### config.mk
export PLATFORM = sky130hd
export DESIGN_NAME = mem_arbiter
export DESIGN_NICKNAME = d
export VERILOG_FILES = /design/src/rtl/mem_arb_pkg.sv /design/src/rtl/mem_arbiter_rr_arb2.sv /design/src/rtl/mem_arbiter.sv
export SDC_FILE = /design/constraint.sdc
export NUM_CORES = 1
export LEC_CHECK = 0
export BUFFER_PORTS_ARGS = -buffer_cell sky130_fd_sc_hd__buf_2
export CAP_MARGIN = 10
export CORE_UTILIZATION = 40
export DETAILED_ROUTE_END_ITERATION = 12
export GPL_TIMING_DRIVEN = 0
export PLACE_DENSITY = 0.79
export SLEW_MARGIN = 10
export SYNTH_ARGS = -nofsm -noshare
export SYNTH_HDL_FRONTEND = slang
export SYNTH_SLANG_ARGS = --single-unit
### constraint.sdc
create_clock -name clk -period 1.9 [get_ports clk]
set_input_delay 0.19 -clock clk [delete_from_list [all_inputs] [get_ports clk]]
set_output_delay 0.19 -clock clk [all_outputs]
set_load 0.005 [all_outputs]
### src/rtl/mem_arb_pkg.sv
// rtl/mem_arb_pkg.sv - shared types and memory geometry for the memory arbiter
package mem_arb_pkg;

  localparam int ADDR_W    = 6;
  localparam int DATA_W    = 32;
  localparam int MEM_DEPTH = 50;

  typedef enum logic [1:0] {IDLE, ACCESS, RESP} state_e;
  typedef enum logic {PORT_F = 1'b0, PORT_D = 1'b1} port_e;

endpackage

### src/rtl/mem_arbiter_rr_arb2.sv
// rtl/mem_arbiter_rr_arb2.sv - two-requester round-robin pick (combinational)
module rr_arb2 (
  input  logic req_f,
  input  logic req_d,
  input  logic last_grant,
  output logic gnt_valid,
  output logic gnt_id
);
  import mem_arb_pkg::*;

  always_comb begin
    gnt_valid = req_f | req_d;
    // On a tie the port that did not win last time goes first
    if (req_f && req_d) begin
      gnt_id = ~last_grant;
    end else if (req_f) begin
      gnt_id = PORT_F;
    end else begin
      gnt_id = PORT_D;
    end
  end

endmodule

### src/rtl/mem_arbiter.sv
// rtl/mem_arbiter.sv - fetch/load-store sequencer for the single-ported unified memory
module mem_arbiter #(
  parameter int ADDR_W    = mem_arb_pkg::ADDR_W,
  parameter int DATA_W    = mem_arb_pkg::DATA_W,
  parameter int MEM_DEPTH = mem_arb_pkg::MEM_DEPTH
) (
  input  logic              clk,
  input  logic              reset,
  input  logic              f_req,
  input  logic [ADDR_W-1:0] f_addr,
  output logic [DATA_W-1:0] f_rdata,
  output logic              f_ack,
  output logic              f_err,
  input  logic              d_req,
  input  logic              d_we,
  input  logic [ADDR_W-1:0] d_addr,
  input  logic [DATA_W-1:0] d_wdata,
  output logic [DATA_W-1:0] d_rdata,
  output logic              d_ack,
  output logic              d_err,
  output logic [ADDR_W-1:0] mem_address,
  output logic [DATA_W-1:0] mem_writeData,
  output logic              mem_memwrite,
  output logic              mem_memread,
  input  logic [DATA_W-1:0] mem_out32,
  output logic              busy
);
  import mem_arb_pkg::*;

  state_e            state_q, state_d;
  port_e             gnt_q, last_q, gnt_id;
  logic              gnt_valid, gnt_raw;
  logic [ADDR_W-1:0] addr_q, sel_addr;
  logic              we_q, oor_q;
  logic [DATA_W-1:0] wdata_q, rdata_q;

  rr_arb2 u_rr (
    .req_f      (f_req),
    .req_d      (d_req),
    .last_grant (last_q),
    .gnt_valid  (gnt_valid),
    .gnt_id     (gnt_raw)
  );

  assign gnt_id   = port_e'(gnt_raw);
  assign sel_addr = (gnt_id == PORT_F) ? f_addr : d_addr;

  always_ff @(posedge clk) begin
    if (reset) begin
      state_q <= IDLE;
    end else begin
      state_q <= state_d;
    end
  end

  always_comb begin
    state_d = state_q;
    case (state_q)
      IDLE:    if (gnt_valid) state_d = ACCESS;
      ACCESS:  state_d = RESP;
      RESP:    state_d = IDLE;
      default: state_d = IDLE;
    endcase
  end

  // Request snapshot taken at grant; the memory cycle then runs purely from these registers
  always_ff @(posedge clk) begin
    if (reset) begin
      gnt_q   <= PORT_F;
      last_q  <= PORT_D;
      addr_q  <= '0;
      we_q    <= 1'b0;
      oor_q   <= 1'b0;
      wdata_q <= '0;
      rdata_q <= '0;
    end else begin
      if (state_q == IDLE && gnt_valid) begin
        gnt_q   <= gnt_id;
        addr_q  <= sel_addr;
        we_q    <= (gnt_id == PORT_D) && d_we;
        wdata_q <= d_wdata;
        oor_q   <= {1'b0, sel_addr} >= (ADDR_W + 1)'(MEM_DEPTH);
      end
      if (state_q == ACCESS) begin
        last_q  <= gnt_q;
        rdata_q <= (!we_q && !oor_q) ? mem_out32 : '0;
      end
    end
  end

  always_comb begin
    mem_address   = '0;
    mem_writeData = '0;
    mem_memwrite  = 1'b0;
    mem_memread   = 1'b0;
    f_ack         = 1'b0;
    f_err         = 1'b0;
    f_rdata       = '0;
    d_ack         = 1'b0;
    d_err         = 1'b0;
    d_rdata       = '0;
    busy          = (state_q != IDLE);
    case (state_q)
      ACCESS: begin
        mem_address = addr_q;
        if (!oor_q) begin
          mem_memread   = !we_q;
          mem_memwrite  = we_q;
          mem_writeData = we_q ? wdata_q : '0;
        end
      end
      RESP: begin
        if (gnt_q == PORT_F) begin
          f_ack   = 1'b1;
          f_err   = oor_q;
          f_rdata = rdata_q;
        end else begin
          d_ack   = 1'b1;
          d_err   = oor_q;
          d_rdata = rdata_q;
        end
      end
      default: ;
    endcase
  end

endmodule

==> qor.yml, run 1 <==
worst_setup_path:
  cp-start-kind: "flop"
  cp-end-kind: "output pin"
  critical_path.slowest_cell: "dfxtp_4"
  path_max_fanout: 6
  critPathKind: "flop to output pin"
  crit_family: "simple AND/OR/NAND/NOR gates"
  path_depth: 6
  critPathMaxStageDelay_ns: 0.37
  ff2ff_path_depth: 5
  cpMostUsedCell: "buf_6"
  cp_data_arrival_time_ns: 1.65
  path_cells: "nand2b_4, nor3b_4, buf_6, buf_6, and2_4, buf_6"
  path_buf_inv: 3
  crit_required_ns: 1.71
power:
  peakVddDrop_uv: 436
  p_per_area_nw_per_um2: 744
  p_int_uw: 2840
  seq_power_share_pct: 46.4
  p_sw_uw: 1030
  pwr-share-clk_pct: 38.8
  leakagePower_uw: 0.00250
  swShare_pct: 26.5
  combPwrFrac_pct: 14.9
final_layout:
  layout_commonest_cell: "buf_2"
  antennaDiodeCount: 0
  area_growth_pct: 46.4
  nets: 719
  drive_gt1_share_pct: 40.6
  fin_cells: 751
  final_cell_mix: "buf_2, and2_1, dfxtp_1"
clock_network:
  cts_tree: "done"
  clock_latency_ns: 0.35
  path_clk_slew_ns: 0.09
  clockBufferDepth: 2
  cts_inserted_buffers: 9
  cts_hold_buf: 0
  htree_levels: 3
  cts_root_buffer: "clkbuf_8"
  cts.sinks: 76
global_routing:
  grt_util_met3_pct: 5.06
  use_met2_pct: 40.2
  grt_use_total_pct: 22.4
  globalRouteMet1Util_pct: 25.7
  grt_pass1_wl_um: 15900
  grt-busiest-layer: "met2"
  grt_pass1_vias: 3408
  antenna_found_initial: 0
  grt_max_degree: 15
  grt_overflow: 0
yosys:
  syn_nets: 515
  synth_edf_count: 0
  synth_area_um2: 3550
  syn_inst: 434
  ys_warn_count: 0
  synth.distinct_cells: 26
  syn_avg_cell_area_um2: 8.18
  async_flop_share_pct: 0
  dominantRegCellSynth: "dfxtp_1"
  synth_seq_cells: 76
  seq_area_frac_synth_pct: 42.8
floorplanning:
  die-area_um2: 9260
  dieHeight_um: 96.2
  start_util_pct: 40.9
  die_w_um: 96.2
  core_um2: 8680
  row_count: 34
  ioPinCount: 190
placement:
  dpl.cell_count: 729
  hpwl_um: 7870
  port_buffers: 187
  gp_congestion: 0.833
routing:
  initialDrtViolationCount: 95
  firstDrtPassIters: 4
  drc: 0
  vias: 3891
  wire_per_inst_um: 14.4
  viasPerCell: 5.18
  drt-total-wl_um: 10800
  antenna_left: 0
timing:
  final_hold_viol_count: 0
  fin_skew_ns: 0.0125
  worstMarginPinSlew_ns: 0.563
  timing.hold.ws_ns: 0.0727
  period_share_pct: 96.9
  fin_crit_ns: 1.84
  fmax_mhz: 543
  slew_headroom_pct: 62.5
  rsz0062_at_grt: "yes"
  setup_viol: 0
  slew_viol_final: 0
flow_run:
  maxCapViolCount: 0
min_path:
  min_delay_path_depth: 3
  worstHoldPathType: "input port to flop"
run_status:
  status: "completed"
[synthesized netlist by cell type, types with 2 or more instances]
| master | number | share of area (%) |
|---|---|---|
| nand2_1 | 2 | 0.21 |
| o21ai_0 | 39 | 5.5 |
| nand3b_1 | 7 | 1.5 |
| buf_2 | 13 | 1.8 |
| nor3_1 | 3 | 0.42 |
| a21oi_1 | 41 | 5.8 |
| o311ai_0 | 2 | 0.49 |
| nor2b_1 | 2 | 0.35 |
| a311oi_1 | 6 | 1.5 |
| nand3_1 | 32 | 4.5 |
| dfxtp_1 | 76 | 43 |
| nor2_1 | 35 | 3.7 |
| nor3b_2 | 2 | 0.70 |
| clkbuf_1 | 28 | 3.0 |
| and2_1 | 104 | 18 |
| a22oi_1 | 32 | 6.8 |
[worst min-delay path, delay by kind of cell]
family	cells	cell delay (ns)
AOI/OAI and AO/OA	1	0.05
and+or+nand+nor	1	0.07
buffers and inverters	1	0.08
[path summary, 6_finish.rpt]
| check | to | slack, ns | from |
|---|---|---|---|
| max | mem_writeData[24] | 0.06 | state_q[1] |
| min reg2reg | wdata_q[19] | 0.47 | wdata_q[19] |
| min | rdata_q[10] | 0.07 | mem_out32[10] |
| max reg2reg | wdata_q[11] | 0.29 | state_q[1] |
[cell type report]
class                      instances  area, um^2
tap                              108         135
clock inverter                     7         124
multi-input combinational        315        1930
fill                             767        3480
inverter                           2        8.76
sequential                        76        1530
timing repair buffer             195        1150
clock buffer                       9         124
buffer                            39         190
[cell families (layout without fill, tap and decap cells)]
group	count (synthesis)	after routing	synth area share (%)
DFF	76	76	42.8
and+or+nand+nor	192	192	31.1
AOI/OAI and AO/OA	123	123	21.0
buffers and inverters	43	252	5.00
[power groups by stage]
stage | sequential, uW | clock (uW) | combinational [uW]
after floorplan | 1800 | 0 | 346
after CTS | 1790 | 1530 | 574
after detailed placement | 1820 | 0 | 548
after global routing | 1810 | 1610 | 643
after global placement | 1820 | 0 | 530
final | 1790 | 1500 | 575
[state kept, by name (all words and copies together), names as in the netlist]
register	count
addr_q	6
gnt_q	1
last_q	1
oor_q	1
rdata_q	32
state_q	2
wdata_q	32
we_q	1
[metal layers]
metal  routed length, um  part of all wire, %
met2                5390                   50
met4                 139                  1.3
met5                   0                    0
met1                4470                   41
met3                 801                  7.4
[metrics by stage]
| step | setup TNS, ns | cell area (um^2) | power, uW | utilization, % | setup WS [ns] |
|---|---|---|---|---|---|
| final | 0 | 5200 | 3870 | 59.9 | 0.0584 |
| after CTS | 0 | 4990 | 3890 | 57.5 | 0.00616 |
| after floorplan | 0 | 3550 | 2140 | - | 0.480 |
| after global routing | -0.660 | 5200 | 4060 | 59.9 | -0.0439 |
| after detailed placement | 0 | 4620 | 2370 | 53.3 | 0.0588 |
| after global placement | 0 | 4620 | 2350 | 53.3 | 0.0769 |
[what timing repair did]
action	in CTS	in global routing
gates resized for setup	24	55
endpoints found under the setup margin	94	51
gates cloned	2	2
setup buffers	4	0
pin swaps	2	22
endpoints found under the hold margin	0	0
Power figures use the tool's default switching activity.
==> run 2: changes to the inputs <==
SYNTH_HIERARCHICAL = 1   (was default)
==> qor.yml, run 2 <==
yosys:
  synth_common_cells: "and2_1, dfxtp_1, nand2_1"  # was and2_1, dfxtp_1, a21oi_1
  ys_warn_count: 6  # was 0
  synth.distinct_cells: 27  # was 26
  yosys-top-cells-area: "dfxtp_1, and2_1, nand2_1"  # was dfxtp_1, and2_1, a22oi_1
  async_flop_share_pct: 0  # unchanged
  synth_top_area_share_pct: 44.6  # was 42.8%
  syn_inst: 420  # was 434
  seq_area_frac_synth_pct: 44.6  # was 42.8%
  syn_nets: 501  # was 515
  syn_avg_cell_area_um2: 8.12  # was 8.18 um^2
  dominantRegCellSynth: "dfxtp_1"  # unchanged
  synth_area_um2: 3410  # was 3550 um^2
  yosysMostFrequentCell: "and2_1"  # unchanged
  synth_edf_count: 0  # unchanged
  synth_seq_cells: 76  # unchanged
  yosysTopAreaCell: "dfxtp_1"  # unchanged
clock_network:
  cts.sinks: 76  # unchanged
  htree_levels: 3  # unchanged
  cts_root_buffer: "clkbuf_8"  # unchanged
  cts_hold_buf: 0  # unchanged
  path_clk_slew_ns: 0.08  # was 0.09 ns
  cts_inserted_buffers: 9  # unchanged
  clock_latency_ns: 0.34  # was 0.35 ns
  clockBufferDepth: 2  # unchanged
  cts_tree: "done"  # unchanged
timing:
  period_share_pct: 97.6  # was 96.9%
  setup_viol: 0  # unchanged
  worstMarginPinSlew_ns: 0.497  # was 0.563 ns
  fin_crit_ns: 1.85  # was 1.84 ns
  fmax_mhz: 539  # was 543 MHz
  rsz0062_at_grt: "yes"  # unchanged
  fin_skew_ns: 0.00721  # was 0.0125 ns
  timing.hold.ws_ns: 0.0529  # was 0.0727 ns
  slew_headroom_pct: 66.9  # was 62.5%
  slew_viol_final: 0  # unchanged
  final_hold_viol_count: 0  # unchanged
global_routing:
  grt_pass1_wl_um: 15200  # was 15,900 um
  grt_pass1_vias: 3182  # was 3,408
  grt_use_total_pct: 22.1  # was 22.4%
  antenna_found_initial: 0  # unchanged
  grt_max_degree: 14  # was 15
  grt_overflow: 0  # unchanged
placement:
  hpwl_um: 7510  # was 7870 um
  port_buffers: 189  # was 187
  dpl_cell_area_um2: 4490  # was 4620 um^2
  gp_congestion: 0.718  # was 0.833
final_layout:
  layout_commonest_cell: "buf_2"  # unchanged
  final_cell_mix: "buf_2, and2_1, dfxtp_1"  # unchanged
  reg_top3: "rdata_q: 32 flops, wdata_q: 32 flops, addr_q: 6 flops"  # unchanged
  drive_gt1_share_pct: 40.6  # about the same
  final_cell_area_um2: 4910  # was 5200 um^2
  area_growth_pct: 43.9  # was 46.4%
  nets: 712  # was 719
  antennaDiodeCount: 0  # unchanged
floorplanning:
  row_count: 33  # was 34
  start_util_pct: 41.5  # was 40.9%
  die-area_um2: 8900  # was 9260 um^2
  die_w_um: 94.3  # was 96.2 um
  core_um2: 8220  # was 8680 um^2
  dieHeight_um: 94.3  # was 96.2 um
  ioPinCount: 190  # unchanged
run_status:
  status: "completed"  # unchanged
routing:
  drt-total-wl_um: 10100  # was 10,800 um
  drc: 0  # unchanged
  viasPerCell: 4.79  # was 5.18
  initialDrtViolationCount: 95  # unchanged
  vias: 3549  # was 3,891
  wire_per_inst_um: 13.6  # was 14.4 um
  firstDrtPassIters: 4  # unchanged
  antenna_left: 0  # unchanged
worst_setup_path:
  critPathKind: "flop to output pin"  # unchanged
  cp-start-kind: "flop"  # unchanged
  cp_data_arrival_time_ns: 1.66  # was 1.65 ns
  path_max_fanout: 5  # was 6
  cp-end-kind: "output pin"  # unchanged
  crit_required_ns: 1.71  # about the same
flow_run:
  maxCapViolCount: 0  # unchanged
power:
  p_per_area_nw_per_um2: 729  # was 744 nW/um^2
  peakVddDrop_uv: 449  # was 436 uV
  leakagePower_uw: 0.00254  # was 0.00250 uW
min_path:
  worstHoldPathType: "input port to flop"  # unchanged
==> run 2: layer usage <==
layer	part of all wire, %	global-route usage (%)	vias up
li1	-	-	1793
met1	43	26.0	1619
met2	50	39.9	128
met3	6.9	5.31	9
met4	0.83	5.38	0
met5	0	0	-
==> run 2: path summary, 6_finish.rpt <==
path                from                 to  slack, ns  cells past startpoint
max           state_q[1]  mem_writeData[22]       0.05                      7
min                reset         state_q[0]       0.05                      2
max reg2reg       last_q              oor_q       0.32                      5
min reg2reg  wdata_q[21]        wdata_q[21]       0.45                      2
==> run 2: what timing repair did <==
item | CTS | global route
setup endpoints to repair | 93 | 65
setup buffers | 6 | 6
resized for setup | 19 | 23
cloned | 0 | 2
pin swaps | 1 | 3
==> run 2: worst max-delay path: stages (launching register included) <==
cell and delay (ns):
dfxtp_4 0.36, nand2b_4 0.14, buf_6 0.12, nor3b_4 0.21
buf_6 0.16, buf_6 0.11, and2_1 0.13, buf_2 0.11
==> run 2: metrics by stage <==
| stage | cells | power [uW] | TNS [ns] | setup slack (ns) | utilization, % |
|---|---|---|---|---|---|
| 2_1_floorplan | 420 | 2130 | 0 | 0.496 | - |
| 3_3_place_gp | 714 | 2330 | 0 | 0.0910 | 54.6 |
| 3_5_place_dp | 714 | 2350 | 0 | 0.0330 | 54.6 |
| 4_1_cts | 735 | 3600 | 0 | 0.0125 | 58.2 |
| 5_1_grt | 741 | 3770 | -0.334 | -0.0305 | 59.8 |
| 6_report | 741 | 3580 | 0 | 0.0464 | 59.8 |
==> run 2: area by class of cell <==
type                       instances  area, um^2
timing repair buffer             203        1100
buffer                            31         171
inverter                           1        3.75
multi-input combinational        309        1770
clock buffer                      11         141
clock inverter                     5        60.1
sequential                        76        1530
tap                              105         131
fill                             768        3310
==> run 2: kinds of logic (layout without fill, tap and decap cells) <==
group	count (synthesis)	count (layout)	synth area share (%)
AND/OR/NAND/NOR	229	229	35.4
flip-flops	76	76	44.6
AO/OA/AOI/OAI	74	74	13.7
buffers and inverters	35	251	4.55
multiplexers	6	6	1.76
==> run 2: report_power, final <==
part / switching (uW) / internal, uW
clock: 588 / 648
sequential: 75.1 / 1710
combinational: 303 / 251
==> run 3: changes to the inputs <==
CORE_UTILIZATION = 30   (was 40)
PLACE_DENSITY = 0.66   (was 0.79)
clock period = 1.65 ns   (was 1.9 ns; I/O delays follow)
==> qor.yml, run 3 (same netlist as run 2, synthesis figures left out) <==
worst_setup_path:
  cp-start-kind: "flop"  # unchanged
  cp_data_arrival_time_ns: 1.61  # was 1.66 ns
  critPathKind: "flop to output pin"  # unchanged
  critical_path.slowest_cell: "dfxtp_4"  # unchanged
  path_buf_inv: 4  # unchanged
  cp-end-kind: "output pin"  # unchanged
  crit_required_ns: 1.48  # was 1.71 ns
  path_max_fanout: 8  # was 5
  path_cells: "buf_12, nor3b_4, buf_6, buf_8, and2_1, buf_2"  # was nand2b_4, buf_6, nor3b_4, buf_6, buf_6, and2_1, buf_2
  crit_family: "buffers and inverters"  # unchanged
  critPathMaxStageDelay_ns: 0.37  # was 0.36 ns
power:
  pwr-share-clk_pct: 40.5  # was 34.5%
  peakVddDrop_uv: 472  # was 449 uV
  p_per_area_nw_per_um2: 802  # was 729 nW/um^2
  seq_power_share_pct: 43.6  # was 50.0%
  leakagePower_uw: 0.00283  # was 0.00254 uW
  p_sw_uw: 1220  # was 967 uW
  combPwrFrac_pct: 15.9  # was 15.5%
  swShare_pct: 25.5  # was 27.0%
  p_int_uw: 3550  # was 2610 uW
routing:
  drt-total-wl_um: 12000  # was 10,100 um
  viasPerCell: 4.84  # was 4.79
  drc: 0  # unchanged
  antenna_left: 0  # unchanged
  firstDrtPassIters: 4  # unchanged
  vias: 3809  # was 3,549
  wire_per_inst_um: 15.3  # was 13.6 um
  initialDrtViolationCount: 238  # was 95
clock_network:
  cts_hold_buf: 0  # unchanged
  cts.sinks: 76  # unchanged
  cts_tree: "done"  # unchanged
  htree_levels: 3  # unchanged
  clockBufferDepth: 2  # unchanged
  cts_inserted_buffers: 9  # unchanged
  cts_root_buffer: "clkbuf_16"  # was clkbuf_8
  path_clk_slew_ns: 0.06  # was 0.08 ns
  clock_latency_ns: 0.33  # was 0.34 ns
final_layout:
  final_cell_mix: "buf_2, buf_6, and2_4"  # was buf_2, and2_1, dfxtp_1
  area_growth_pct: 74.1  # was 43.9%
  reg_top3: "rdata_q: 32 flops, wdata_q: 32 flops, addr_q: 6 flops"  # unchanged
  nets: 724  # was 712
  layout_commonest_cell: "buf_2"  # unchanged
  drive_gt1_share_pct: 52.6  # was 40.6%
  antennaDiodeCount: 0  # unchanged
timing:
  tns_ns: -5.56  # was 0 ns
  worstMarginPinSlew_ns: 0.554  # was 0.497 ns
  period_share_pct: 108
  final_hold_viol_count: 0  # unchanged
  worst_slack_ns: -0.130  # was 0.0464 ns
  setup_viol: 83  # was 0
  slew_viol_final: 0  # unchanged
  slew_headroom_pct: 63.1  # was 66.9%
  fin_crit_ns: 1.78
  fin_skew_ns: 0.00411  # was 0.00721 ns
  rsz0062_at_grt: "yes"  # unchanged
  fmax_mhz: 562
  timing.hold.ws_ns: 0.0515  # was 0.0529 ns
global_routing:
  grt_max_degree: 13  # was 14
  grt_pass1_vias: 3413  # was 3,182
  grt_overflow: 0  # unchanged
  grt_pass1_wl_um: 16500  # was 15,200 um
  grt_use_total_pct: 18.2  # was 22.1%
  antenna_found_initial: 0  # unchanged
floorplanning:
  core_um2: 10900  # was 8220 um^2
  die-area_um2: 11800  # was 8900 um^2
  dieHeight_um: 109  # was 94.3 um
  die_w_um: 109  # was 94.3 um
  ioPinCount: 190  # unchanged
  start_util_pct: 31.2  # was 41.5%
  row_count: 38  # was 33
min_path:
  worstHoldPathType: "input port to flop"  # unchanged
run_status:
  violations: "negative setup slack"
  status: "finished with violations"  # was completed
placement:
  port_buffers: 189  # unchanged
  gp_congestion: 0.796  # was 0.718
  hpwl_um: 7770  # was 7510 um
flow_run:
  maxCapViolCount: 0  # unchanged
run 3: cell count changes in the layout (fill, tap and decap cells not counted), sizes merged:
cell and delta:
inv -1, clkinvlp +1, and3b +1, buf +11, clkinv -1
run 3: final cells by class:
class	instances	area (um^2)
Buffer	32	260
Fill cell	994	5000
Multi-Input combinational cell	310	1970
Tap cell	140	175
Sequential cell	76	1530
Clock inverter	4	50.0
Inverter	1	3.75
Timing Repair Buffer	213	1710
Clock buffer	11	243
run 3: worst reg2reg max path, cell delays in order (launching register included):
cell and delay (ns):
dfxtp_4 0.35, buf_6 0.12, buf_4 0.15, or3b_1 0.38
buf_6 0.15, buf_4 0.17, nand2_1 0.08, a21oi_1 0.07
run 3: path summary, 6_finish.rpt:
kind	startpoint	to	slack, ns	cells after the start
setup / recovery	state_q[0]	f_rdata[5]	-0.13	6
hold / removal	reset	state_q[0]	0.05	2
setup reg to reg	state_q[1]	wdata_q[20]	0.05	7
hold reg to reg	wdata_q[10]	wdata_q[10]	0.45	2
run 3: stage by stage:
step | total power (uW) | utilization [%] | cells | setup slack, ns | cell area (um^2)
2_1_floorplan | 2450 | - | 420 | 0.271 | 3410
3_3_place_gp | 2690 | 41.4 | 749 | -0.142 | 4530
3_5_place_dp | 2710 | 41.4 | 749 | -0.174 | 4530
4_1_cts | 4730 | 48.0 | 778 | -0.176 | 5250
5_1_grt | 5010 | 54.3 | 787 | -0.202 | 5940
6_report | 4760 | 54.3 | 787 | -0.130 | 5940
run 3: layer usage:
layer	vias up	GRT usage (%)	wire, um
met5	-	0	0
met1	1800	20.4	4800
met3	15	4.96	945
met2	170	33.0	6110
li1	1824	-	-
met4	0	6.27	178
run 3: repair_timing:
| item | in CTS | in global routing |
|---|---|---|
| pin swaps | 34 | 27 |
| endpoints found under the setup margin | 108 | 129 |
| gates cloned | 5 | 4 |
| resized for setup | 77 | 156 |
| buffers inserted | 10 | 6 |
run 3: power by group through the flow:
stage                     Sequential (uW)  Combinational, uW  Clock (uW)
after global placement               2090                594           0
after detailed placement             2100                613           0
after CTS                            2060                683        1980
after floorplan                      2070                376           0
after global routing                 2090                843        2080
final                                2080                758        1930
